## config.mk

```make
export PLATFORM = sky130hd
export DESIGN_NAME = ysyx_210184_wb_arbiter
export DESIGN_NICKNAME = d
export VERILOG_FILES = /design/src/rtl/ysyx_210184_wb_arbiter.sv
export SDC_FILE = /design/constraint.sdc
export NUM_CORES = 1
export LEC_CHECK = 0
export ABC_AREA = 1
export CORE_ASPECT_RATIO = 1.25
export CORE_MARGIN = 5
export CORE_UTILIZATION = 44
export DETAILED_ROUTE_END_ITERATION = 12
export PLACE_DENSITY = 0.78
export SYNTH_ARGS = -nofsm -noshare
export SYNTH_HDL_FRONTEND = slang
export SYNTH_SLANG_ARGS = --single-unit
```

## constraint.sdc

```tcl
create_clock -name clk -period 7.2 [get_ports clk]
set_input_delay 1.44 -clock clk [delete_from_list [all_inputs] [get_ports clk]]
set_output_delay 1.44 -clock clk [all_outputs]
set_load 0.1 [all_outputs]
```

## src/rtl/ysyx_210184_wb_arbiter.sv

```systemverilog
// ysyx_210184_wb_arbiter: merges pipeline writeback and buffered long-unit results onto
// the single register-file write port, tracking pending long results in a busy scoreboard.
module ysyx_210184_wb_arbiter #(
    parameter int REG_W = 64,
    parameter int DEPTH = 2
) (
    input  logic             clk,
    input  logic             rst,
    input  logic             wb_valid,
    input  logic [4:0]       wb_rd,
    input  logic [REG_W-1:0] wb_data,
    input  logic             lu_valid,
    output logic             lu_ready,
    input  logic [4:0]       lu_rd,
    input  logic [REG_W-1:0] lu_data,
    input  logic             lu_issue,
    input  logic [4:0]       lu_issue_rd,
    output logic             w_ena,
    output logic [4:0]       w_addr,
    output logic [REG_W-1:0] w_data,
    output logic [31:0]      busy_vec,
    output logic             err
);
    localparam int AW = $clog2(DEPTH);
    localparam logic [AW:0] FULL_CNT = (AW+1)'(DEPTH);

    logic [4:0]       rd_q  [DEPTH];
    logic [REG_W-1:0] dat_q [DEPTH];
    logic [AW-1:0]    wp_q, wp_d, rp_q, rp_d;
    logic [AW:0]      cnt_q, cnt_d;
    logic             w_ena_q, w_ena_d, err_q, err_d;
    logic [4:0]       w_addr_q, w_addr_d, head_rd, sel_rd;
    logic [REG_W-1:0] w_data_q, w_data_d, sel_data;
    logic [31:0]      busy_q, busy_d, clr, set;
    logic             full, empty, push, pop;

    assign full     = cnt_q == FULL_CNT;
    assign empty    = cnt_q == '0;
    assign lu_ready = !full;
    assign w_ena    = w_ena_q;
    assign w_addr   = w_addr_q;
    assign w_data   = w_data_q;
    assign busy_vec = busy_q;
    assign err      = err_q;

    always_comb begin
        push     = lu_valid && !full;
        pop      = !wb_valid && !empty;
        head_rd  = rd_q[rp_q];
        sel_rd   = wb_valid ? wb_rd : head_rd;
        sel_data = wb_valid ? wb_data : dat_q[rp_q];
        w_ena_d  = (wb_valid || pop) && sel_rd != 5'd0;
        w_addr_d = w_ena_d ? sel_rd : w_addr_q;
        w_data_d = w_ena_d ? sel_data : w_data_q;
        // clear applied before set so a fresh issue of the same rd stays pending
        clr      = (pop && head_rd != 5'd0) ? (32'd1 << head_rd) : 32'd0;
        set      = (lu_issue && lu_issue_rd != 5'd0) ? (32'd1 << lu_issue_rd) : 32'd0;
        busy_d   = ((busy_q & ~clr) | set) & ~32'd1;
        err_d    = err_q | (wb_valid && wb_rd != 5'd0 && busy_q[wb_rd])
                         | (pop && head_rd != 5'd0 && !busy_q[head_rd]);
        wp_d     = push ? wp_q + AW'(1) : wp_q;
        rp_d     = pop ? rp_q + AW'(1) : rp_q;
        cnt_d    = cnt_q + (AW+1)'(push) - (AW+1)'(pop);
    end

    always_ff @(posedge clk) begin
        if (push) begin
            rd_q[wp_q]  <= lu_rd;
            dat_q[wp_q] <= lu_data;
        end
    end

    always_ff @(posedge clk or negedge rst) begin
        if (!rst) begin
            wp_q     <= '0;
            rp_q     <= '0;
            cnt_q    <= '0;
            w_ena_q  <= 1'b0;
            w_addr_q <= '0;
            w_data_q <= '0;
            busy_q   <= '0;
            err_q    <= 1'b0;
        end else begin
            wp_q     <= wp_d;
            rp_q     <= rp_d;
            cnt_q    <= cnt_d;
            w_ena_q  <= w_ena_d;
            w_addr_q <= w_addr_d;
            w_data_q <= w_data_d;
            busy_q   <= busy_d;
            err_q    <= err_d;
        end
    end
endmodule

```

Word level (Yosys, flattened, before mapping)

Memory sizes are Yosys's and may differ from the RTL's.
Cells that the tools add are included.

Shifts and indexed selects: 2
Add/subtract/negate cells: 4
Bitwise operators: 5
Reductions and logical operators: 18
Equal/unequal tests: 1
Muxes and demuxes: 10
$lt $le $gt $ge: 2

Operators by type and width:

| operator                                                    | count |
|---|---|
| two-way mux 32 bit                                          | 2 |
| two-way mux 64 bit                                          | 1 |
| << shifter 1 x 5 -> 32 bit (first input constant)           | 2 |
| AND 32 bit                                                  | 1 |
| inverter 32 bit                                             | 1 |
| OR 32 bit                                                   | 1 |
| nonzero test 5 bit                                          | 4 |
| less-than comparator 5 x 6 -> 1 bit (second input constant) | 2 |
| binary-select mux 1 bit (select 5 bit)                      | 2 |
| logical AND 1 bit                                           | 8 |
| two-way mux 5 bit                                           | 1 |
| logical NOT 1 bit                                           | 4 |
| two-way mux 1 bit                                           | 4 |
| adder 1 bit (second input constant)                         | 2 |
| adder 2 x 1 -> 2 bit                                        | 1 |
| == test 2 bit (second input constant)                       | 1 |
| logical NOT 2 bit                                           | 1 |
| OR 1 bit                                                    | 2 |
| subtractor 2 x 1 -> 2 bit                                   | 1 |
| logical OR 1 bit                                            | 1 |

Bits in writable memories: 138
Memories: 2
Bits of input ports: 148
Register bits after elaboration: 106

Memory list:

| memory | depth | width | rd ports | clocked after memory_dff | write ports | line | text |
|---|---|---|---|---|---|---|---|
| dat_q  | 2     | 64    | 1        | 0                        | 1           | 28   | `logic [REG_W-1:0] dat_q [DEPTH];` |
| rd_q   | 2     | 5     | 1        | 0                        | 1           | 27   | `logic [4:0] rd_q [DEPTH];` |

Longest topological paths before layout

Depth in word-level cells: 8
Gate-level depth with buffers: 13
Mapped depth without buffers: 12

Least setup slack after synthesis

No wires, ideal clock.

Path kind: input to register
Start: input lu_valid
End: memory dat_q[1][0] (enable)
Path slack: 2.210 ns
Stages: 2
Required time: 6.702 ns
Setup time: 0.498 ns
Arrival: 4.492 ns
Path through: nand2_1 -> nor2_1

Word-level cells in the longest chain between the ends: 3

Ends and longest elaborated chain:

| item                                    | line | text |
|---|---|---|
| from (decl)                             | 12   | `input logic lu_valid,` |
| logical AND 1 bit                       | 47   | `push = lu_valid && !full;` |
| two-way mux 1 bit                       | 67   | `if (push) begin` |
| two-way mux 1 bit (implied by the code) | 69   | `dat_q[wp_q] <= lu_data;` |
| to (decl)                               | 28   |  |

No other way between the ends.

Worst setup path after layout

Start: input wb_valid
End: register w_data_q[52] (netlist: w_data[52])

Word-level cells in the longest chain between the ends: 4
Elaborated cells on any way between the ends: 7

Ends and longest elaborated chain:

| item                                                      | line | text |
|---|---|---|
| from (decl)                                               | 9    | `input logic wb_valid,` |
| branches (longest 4 deep; another with two-way mux 5 bit) | -    |  |
| to (signal assigned)                                      | 89   | `w_data_q <= w_data_d;` |
| to (decl)                                                 | 33   | `logic [REG_W-1:0] w_data_q, w_data_d, sel_data;` |

Parallel ways; which one is timed is not known.
A chain may end at the register's enable or synchronous reset.

==> metrics.csv <==
metric,value,unit
Ys Warns,0,
Final Setup Violations,0,
"CP delay by family, top",buffers and inverters,
Starting Density,0.443,
Ports,252,
# rows,63,
clock root cell,clkbuf_16,
via count of the first global-routing pass,8435,
layout cells sized above 1,0.0470,
Gate Count Post-Synth,1053,
CP Data Arrival Time,4.80,ns
CTS max path bufs,3,
GRT Total Usage,0.208,
Final Hold Viols,0,
htree depth,1,
"Reg clk slew, reported paths",0.06,ns
"most common cell after layout, fill and taps aside",nand2_1,
Max-slew headroom,0.209,
"top cells by area, synth","edfxtp_1, dfrtp_1, nand2_1, o21ai_0, nand3_1",
CTS Sinks,244,
Pre-antenna DRT Iters,4,
crit start category,primary input,
layout overhead on the synthesized area,32.3,%
hold path cells,2,
Setup Skew,0.0113,ns
maxcap violations,0,
top cell type's share of synthesized area,0.397,
"Min Clock Period, post-route",4.37,ns
DRT antenna net count,0,
GP Congestion,0.921,
HPWL after detailed placement,20000,um
Worst-Skew Late Latency,0.51,ns
CP Class,in2reg,
worst r2r src,rp_q,
flop2flop setup slack,3.54,ns
Unique masters post-synth,32,
"Max stage delay cell, worst path",nand2_4,
Post-Route WL,28900,um
WP data required,7.64,ns
Yosys reg bits,244,
period utilisation layout,0.607,
crit-path cells,clkdlybuf4s50_1 > clkinv_2 > o21ai_2 > nand4_1 > nand2_4 > buf_4 > nand2_1 > o21ai_1,
count of nets after finishing,1429,
achievable clock frequency,229,MHz
max incr delay on CP,0.77,ns
initial antenna violation count,3,
post-synthesis cell area,10500,um2
r2r endpoint,w_data[52],
post-cts resize count,0,
first-pass GRT wire length,44600,um
Core ar.,23600,um2
DRC,0,
wire length per cell,18.2,um
remaining global-route overflow,0,
CTS hold repair buffers,0,
setup repair bufs after CTS,0,
worst min-delay path startpoint,w_addr[3],
Synth area leader,edfxtp_1,
status,"complete, no violations",
"Net Count, Synth",1203,
largest net degree at the start of global routing,116,
FF-to-FF path depth,12,
total CTS buffers,24,
"Buf+Inv Stages, Crit Path",3,
RSZ-0062 raised after global routing,false,
Die ar.,27000,um2
Initial DRC Count,495,
Port Buffer Count,250,
CTS tree,yes,
most frequent cells in the layout,"nand2_1, clkdlybuf4s50_1, o21ai_0, edfxtp_1, nand3_1",
setup TNS,0,ns
Die Y-Extent,182,um
Slew @ Worst Pin,1.19,ns
register area share after synthesis,0.650,
WHS Endpoint,w_addr[3],
Pins Over Slew Limit,0,
Crit Path Max Fanout,115,
width of the die,148,um
critical path capture point type,flop,
vias per cell,5.35,
Mean Syn Cell Area,9.92,um2
via count,8516,
HP Class,reg2reg,
## metal layers
layer / routed length (um) / track usage
met2: 14400 / 0.357
met1: 10800 / 0.250
met4: 1430 / 0.0957
met5: 8 / 0
met3: 2310 / 0.0457
## metrics by stage
stage	worst slack, ns	instance area (um2)	cells	utilization	hold slack [ns]
final	2.83	13800	1591	0.587	0.489
after global routing	2.50	13800	1591	0.587	0.510
after CTS	2.86	13800	1589	0.587	0.492
after detailed placement	2.35	13100	1545	0.555	0.476
after global placement	2.43	13100	1545	0.555	0.466
after floorplan	2.21	10500	1053	-	0.478
## sequential cells by signal, summed over array words and instances (netlist names)
signal	cells
cnt_q	2
busy_vec	31
wp_q	1
dat_q	128
w_ena	1
w_data	64
rd_q	10
w_addr	5
err	1
rp_q	1
## synthesized netlist by cell type
library cell  count
nand2_4           2
o21ai_4           1
a32o_1            1
dfrtp_1         106
nor3_2            1
or2_1             1
inv_1            44
nor2_2            1
nand3_1         112
buf_2             9
ha_1              2
o211ai_1          1
xnor2_1           1
edfxtp_1        138
conb_1            1
buf_1             5
nor3_1            6
nand2_2           3
o21ai_2           2
inv_2             3
nor2_1           28
xor2_1            2
nand2_1         330
o21ai_0         146
clkbuf_1         28
buf_4             7
o21ai_1          56
nand4_1           2
a21oi_2           1
buf_6             8
or2_2             3
a21oi_1           2
## logic make-up after synthesis
kind of cell    share of synthesized area
compound gates                      0.103
xor+xnor                          0.00251
fa+ha+maj                         0.00239
buf+inv                            0.0467
flops                               0.650
other cells                      0.000359
simple gates                        0.194
## tightest hold or removal path, delay by kind of cell (launching register included)
| kind | cells | cell delay [ns] |
|---|---|---|
| flip-flops | 1 | 0.35 |
| AO/OA/AOI/OAI | 1 | 0.06 |
| AND/OR/NAND/NOR | 1 | 0.05 |
## layout make-up
type | count | area, um2
fillers | 1950 | 9740
flip-flops and latches | 244 | 6800
multi-input cells | 705 | 3190
repair buffers | 257 | 2550
clock buffers | 34 | 669
well taps | 292 | 365
inverters | 47 | 178
clock inverters | 10 | 76.3
diodes | 2 | 5.00
## worst max-delay path by stage
| stage | depth (start not counted) | slack [ns] | endpoint | startpoint |
|---|---|---|---|---|
| 2_1_floorplan | 2 | 2.21 | dat_q[1][0] | lu_valid |
| 3_3_place_gp | 7 | 2.43 | w_data[2] | wb_valid |
| 3_5_place_dp | 8 | 2.35 | w_data[52] | wb_valid |
| 4_1_cts | 8 | 2.86 | w_data[52] | wb_valid |
| 5_1_grt | 8 | 2.50 | w_data[45] | wb_valid |
| 6_report | 8 | 2.83 | w_data[52] | wb_valid |
Power is left out: the tool's default activity adds up to more than one toggle a clock period on the data nets, which glitch-free logic cannot reach.
